===== src/rtl/uart_reg_bridge_if.sv =====
// UART FIFO and register-bus signals shared by the bridge and its surroundings.
// The bridge connects through the master modport; the FIFO/register side uses slave.
interface uart_reg_bridge_if #(
    parameter int unsigned DBIT = 8
);
    logic [DBIT-1:0] r_data;
    logic            rx_empty;
    logic            rd_uart;
    logic [DBIT-1:0] w_data;
    logic            wr_uart;
    logic            tx_full;
    logic [DBIT-2:0] reg_addr;
    logic [DBIT-1:0] reg_wdata;
    logic            reg_we;
    logic            reg_re;
    logic [DBIT-1:0] reg_rdata;

    modport master (
        input  r_data, rx_empty, tx_full, reg_rdata,
        output rd_uart, w_data, wr_uart, reg_addr, reg_wdata, reg_we, reg_re
    );

    modport slave (
        output r_data, rx_empty, tx_full, reg_rdata,
        input  rd_uart, w_data, wr_uart, reg_addr, reg_wdata, reg_we, reg_re
    );
endinterface


===== src/rtl/uart_reg_bridge.sv =====
// UART command engine: pops read/write command bytes from the RX FIFO, performs one
// register-bus access per command and pushes one reply byte into the TX FIFO.
module uart_reg_bridge #(
    parameter int unsigned DBIT           = 8,
    parameter int unsigned TIMEOUT_CYCLES = 100000,
    parameter int unsigned TMR_W          = 17,
    parameter logic [7:0]  ACK_BYTE       = 8'h06
) (
    input  logic               clk,
    input  logic               reset,
    uart_reg_bridge_if.master  bus,
    output logic               busy,
    output logic               err_timeout
);
    localparam logic [2:0] StIdle    = 3'd0;
    localparam logic [2:0] StGetData = 3'd1;
    localparam logic [2:0] StBusWr   = 3'd2;
    localparam logic [2:0] StBusRd   = 3'd3;
    localparam logic [2:0] StRdWait  = 3'd4;
    localparam logic [2:0] StSend    = 3'd5;

    localparam logic [TMR_W-1:0] TmrLast = TMR_W'(TIMEOUT_CYCLES - 1);

    logic [2:0]      state_q, state_d;
    logic [DBIT-2:0] addr_q, addr_d;
    logic [DBIT-1:0] data_q, data_d;
    logic [DBIT-1:0] reply_q, reply_d;
    logic [TMR_W-1:0] timer_q, timer_d;

    logic rd_c, wr_c, we_c, re_c, to_c;

    always_comb begin
        state_d = state_q;
        addr_d  = addr_q;
        data_d  = data_q;
        reply_d = reply_q;
        timer_d = timer_q;
        rd_c    = 1'b0;
        wr_c    = 1'b0;
        we_c    = 1'b0;
        re_c    = 1'b0;
        to_c    = 1'b0;
        case (state_q)
            StIdle: begin
                if (!bus.rx_empty) begin
                    rd_c    = 1'b1;
                    addr_d  = bus.r_data[DBIT-2:0];
                    state_d = bus.r_data[DBIT-1] ? StGetData : StBusRd;
                end
            end
            StGetData: begin
                // A data byte present in the timeout cycle is still accepted.
                if (!bus.rx_empty) begin
                    rd_c    = 1'b1;
                    data_d  = bus.r_data;
                    timer_d = '0;
                    state_d = StBusWr;
                end else if (timer_q == TmrLast) begin
                    to_c    = 1'b1;
                    timer_d = '0;
                    state_d = StIdle;
                end else begin
                    timer_d = timer_q + TMR_W'(1);
                end
            end
            StBusWr: begin
                we_c    = 1'b1;
                reply_d = ACK_BYTE;
                state_d = StSend;
            end
            StBusRd: begin
                re_c    = 1'b1;
                state_d = StRdWait;
            end
            StRdWait: begin
                reply_d = bus.reg_rdata;
                state_d = StSend;
            end
            StSend: begin
                if (!bus.tx_full) begin
                    wr_c    = 1'b1;
                    state_d = StIdle;
                end
            end
            default: state_d = StIdle;
        endcase
    end

    always_ff @(posedge clk or posedge reset) begin
        if (reset) begin
            state_q <= StIdle;
            addr_q  <= '0;
            data_q  <= '0;
            reply_q <= '0;
            timer_q <= '0;
        end else begin
            state_q <= state_d;
            addr_q  <= addr_d;
            data_q  <= data_d;
            reply_q <= reply_d;
            timer_q <= timer_d;
        end
    end

    // Reset leaves the state in IDLE, so the pop strobe must be masked while it is held.
    assign bus.rd_uart   = rd_c & ~reset;
    assign bus.wr_uart   = wr_c;
    assign bus.reg_we    = we_c;
    assign bus.reg_re    = re_c;
    assign bus.w_data    = reply_q;
    assign bus.reg_addr  = addr_q;
    assign bus.reg_wdata = data_q;
    assign busy          = (state_q != StIdle);
    assign err_timeout   = to_c;
endmodule


===== src/flat_wrapper.sv =====
// flat-port wrapper written by rule: the top's interface ports become plain ports
module uart_reg_bridge_flat 
#(
    parameter int unsigned DBIT           = 8,
    parameter int unsigned TIMEOUT_CYCLES = 100000,
    parameter int unsigned TMR_W          = 17,
    parameter logic [7:0]  ACK_BYTE       = 8'h06
)
  (clk, reset, busy, err_timeout, bus_r_data, bus_rx_empty, bus_tx_full, bus_reg_rdata, bus_rd_uart, bus_w_data, bus_wr_uart, bus_reg_addr, bus_reg_wdata, bus_reg_we, bus_reg_re);
  uart_reg_bridge_if #(.DBIT(DBIT)) bus_i ();
  input  logic clk;
  input  logic reset;
  output logic busy;
  output logic err_timeout;
  input wire logic [$bits(bus_i.r_data)-1:0] bus_r_data;
  input wire logic [$bits(bus_i.rx_empty)-1:0] bus_rx_empty;
  input wire logic [$bits(bus_i.tx_full)-1:0] bus_tx_full;
  input wire logic [$bits(bus_i.reg_rdata)-1:0] bus_reg_rdata;
  output wire logic [$bits(bus_i.rd_uart)-1:0] bus_rd_uart;
  output wire logic [$bits(bus_i.w_data)-1:0] bus_w_data;
  output wire logic [$bits(bus_i.wr_uart)-1:0] bus_wr_uart;
  output wire logic [$bits(bus_i.reg_addr)-1:0] bus_reg_addr;
  output wire logic [$bits(bus_i.reg_wdata)-1:0] bus_reg_wdata;
  output wire logic [$bits(bus_i.reg_we)-1:0] bus_reg_we;
  output wire logic [$bits(bus_i.reg_re)-1:0] bus_reg_re;
  assign bus_i.r_data = bus_r_data;
  assign bus_i.rx_empty = bus_rx_empty;
  assign bus_i.tx_full = bus_tx_full;
  assign bus_i.reg_rdata = bus_reg_rdata;
  assign bus_rd_uart = bus_i.rd_uart;
  assign bus_w_data = bus_i.w_data;
  assign bus_wr_uart = bus_i.wr_uart;
  assign bus_reg_addr = bus_i.reg_addr;
  assign bus_reg_wdata = bus_i.reg_wdata;
  assign bus_reg_we = bus_i.reg_we;
  assign bus_reg_re = bus_i.reg_re;
  uart_reg_bridge #(.DBIT(DBIT), .TIMEOUT_CYCLES(TIMEOUT_CYCLES), .TMR_W(TMR_W), .ACK_BYTE(ACK_BYTE)) u_core (.clk(clk), .reset(reset), .bus(bus_i), .busy(busy), .err_timeout(err_timeout));
endmodule

===== config.mk =====
export PLATFORM = sky130hd
export DESIGN_NAME = uart_reg_bridge_flat
export DESIGN_NICKNAME = d
export VERILOG_FILES = /design/src/rtl/uart_reg_bridge_if.sv /design/src/rtl/uart_reg_bridge.sv /design/src/flat_wrapper.sv
export SDC_FILE = /design/constraint.sdc
export NUM_CORES = 1
export LEC_CHECK = 0
export ABC_AREA = 1
export CORE_ASPECT_RATIO = 0.5
export CORE_MARGIN = 2
export CORE_UTILIZATION = 29
export CTS_CLUSTER_DIAMETER = 60
export DETAILED_ROUTE_END_ITERATION = 8
export RECOVER_POWER = 100
export SLEW_MARGIN = 20
export SYNTH_ARGS = -nofsm -noshare
export SYNTH_HDL_FRONTEND = slang
export SYNTH_SLANG_ARGS = --single-unit

===== constraint.sdc =====
create_clock -name clk -period 1.5 [get_ports clk]
set_clock_uncertainty 0.1 [all_clocks]
set_input_delay 0.225 -clock clk [delete_from_list [all_inputs] [get_ports clk]]
set_output_delay 0.225 -clock clk [all_outputs]
set_load 0.05 [all_outputs]

==> metrics.txt <==
status finished, violations left; failing checks negative setup slack; IO Count 49; DRC marker count from the first detailed-route iteration slightly below 90; nets ~380; syn nets approximately 270; via count 2,094; # DRC 0; CP top delay family simple AND/OR/NAND/NOR gates; Top FF cell, synth dfrtp_1; most instantiated cells after synthesis nand2_1, dfrtp_1, inv_1; fin crit share 120%; Clock Power Share 15.5%; setup ws final -300 ps; Max Cap Viol 0; Routed WL between 6000 and 7000 um; Overflow after GRT 0; post-detail-place hpwl 4290 um; Slew HR between 60% and 70%; Mapped Cells about 250; Post-Syn Area between 2000 and 2500 um2; HP Class register to register; wire per inst about 15 um; initial antenna violation count 0; Logic pwr share between 50% and 60%; final hold vios 0; row cnt 22; synth top area cells dfrtp_1, nand2_1, inv_1; CTS Buf Count 5; share of cells above drive strength 1 about two fifths; DIE AREA between 8000 and 9000 um2; Yosys warnings 0; CTS tree yes; Net Switching roughly 3.2 mW; n_diodes 0; vias in the first global route ~2.2k; Arr. time, crit path roughly 1500 ps; Initial Util between 20% and 30%; async set or reset register ratio after synthesis 100%; Max IR drop VDD approximately 0.00068 V; required time of the critical path ~1200 ps; CP peak stage delay around 350 ps; top-area cell type share of the netlist area slightly below 50%; sequential share of power between 20% and 30%; Vias per Instance between 4 and 5; RSZ-0062 raised after global routing yes; Reg clk slew, reported paths ~60 ps; Static Leak roughly 1.6 nW; CTS Sinks 43; max frequency 556 MHz; switch share a little under half; die width 126 um; Clock Path Buffers 2; Overall Global Routing Usage approximately 16%; highest-delay cell along the critical path dfrtp_1; Pwr Density between 1500 and 2000 nW/um2; crit start category register; Least-Margin Pin Slew roughly 600 ps; Slew Viols, Final 0; hold buffers post-CTS 0; cell-internal power roughly 3.6 mW; total power approximately 6.8 mW; syn_area_per_cell just under 9 um2; Crit path buffers/inverters 1; EDFF count, synth 0; Clock Latency Late Sink around 280 ps; Reg2Reg Setup Slack -230 ps; clk root buf clkbuf_16; Placer Congestion 0.847; critical path peak fanout 2; most numerous cell in the Yosys netlist nand2_1; ANT nets after route 0; number of port buffers between 40 and 50; final hold slack between 300 and 400 ps; Yosys top cell by area dfrtp_1; CP Cell Sequence ha_2 > nand2_2 > nor2_4 > nand3_4 > nor3_4 > buf_12; drt first pass iters 4; H-tree depth 2; core area about 7300 um2; Crit Path Class register to output port; first-pass GRT wire length 10,100 um; Setup Viol. Count Final 39; Synth Register Bits 43; Area Growth Syn to Fin 63.8%; Yosys cell types 32; die height between 60 and 70 um; Setup crit end kind output port; Seq/Total Area, Yosys 49.7%; largest net degree at the start of global routing 44; Final min period about 1800 ps
[layout make-up]
type                       count  area, um2
fill                         671       3720
inverter                      32        135
sequential                    43       1080
clock buffer                   5        125
timing repair buffer         105        957
tap                           96        120
multi-input combinational    167       1120
clock inverter                 3       15.0
[through the flow]
| step | std cells | utilization, % | worst slack (ps) | cell area (um2) | setup TNS (ps) |
|---|---|---|---|---|---|
| detailed placement | 425 | 46.8 | -97.8 | 3400 | -1480 |
| finish | 451 | 48.8 | -300 | 3540 | -5280 |
| global placement | 425 | 46.8 | -56.8 | 3400 | -574 |
| floorplan | 247 | - | -233 | 2220 | -423 |
| global route | 451 | 48.8 | -376 | 3540 | -7730 |
| CTS | 443 | 51.4 | -296 | 3730 | -2250 |
[power by group through the flow]
stage	registers [mW]	clock network, mW	logic, mW
finish	1.76	1.05	3.96
global route	1.80	1.13	4.16
CTS	1.90	1.06	4.32
detailed placement	1.91	0	4.09
global placement	1.89	0	4.03
floorplan	2.71	0	1.25
[what timing repair did]
item | 4_1_cts | 5_1_grt
endpoints found under the setup margin | 11 | 46
pin swaps | 12 | 14
gates resized for setup | 38 | 30
cloned | 0 | 1
setup buffers | 11 | 15
[placed cells by master, fill, tap and decap left out, drive strengths merged, types with 2 or more instances in the layout]
cell,Yosys,routed
a32o,6,6
inv,32,32
clkdlybuf4s50,0,18
o21bai,2,2
nor2,26,26
o22a,2,2
buf,4,61
nor3,2,2
clkbuf,1,30
dfrtp,43,43
xor2,9,9
o21ai,27,27
nand2,68,68
clkinv,0,3
o22ai,5,5
nand3,14,14
[kinds of logic after synthesis]
kind of cell | Yosys count | synth area share (%)
AND/OR/NAND/NOR | 112 | 24.0
AO/OA/AOI/OAI | 43 | 13.3
flip-flops | 43 | 49.7
buffers and inverters | 37 | 7.63
XOR/XNOR | 10 | 4.05
multiplexers | 1 | 0.693
adder cells (fa/ha/maj) | 1 | 0.578
[state kept, by name, summed over array words and instances (netlist names)]
signal                cells
u_core.bus.reg_wdata      8
u_core.timer_q           17
u_core.bus.w_data         8
u_core.state_q            3
u_core.bus.reg_addr       7
[tightest hold or removal path, cell delays in order, from the launching register on]
cell	delay, ps
dfrtp_1	360
nand2_2	60
o21ai_2	40
[final timing paths]
check | startpoint | endpoint | cells after the start
setup / recovery | u_core.timer_q[0] | err_timeout | 6
hold / removal | u_core.bus.reg_wdata[1] | u_core.bus.reg_wdata[1] | 2
setup reg to reg | u_core.state_q[1] | u_core.state_q[0] | 10
hold reg to reg | u_core.bus.reg_wdata[1] | u_core.bus.reg_wdata[1] | 2
max in group asynchronous | reset | u_core.timer_q[5] | 3
min in group asynchronous | reset | u_core.timer_q[14] | 3
[metal layers]
layer	global-route usage [%]	up-vias	wire length (um)
met4	6.18	0	127
met5	0	-	0
met3	3.26	11	230
li1	-	1020	-
met1	17.5	1027	2690
met2	29.4	36	3590
Power figures use the tool's default switching activity.
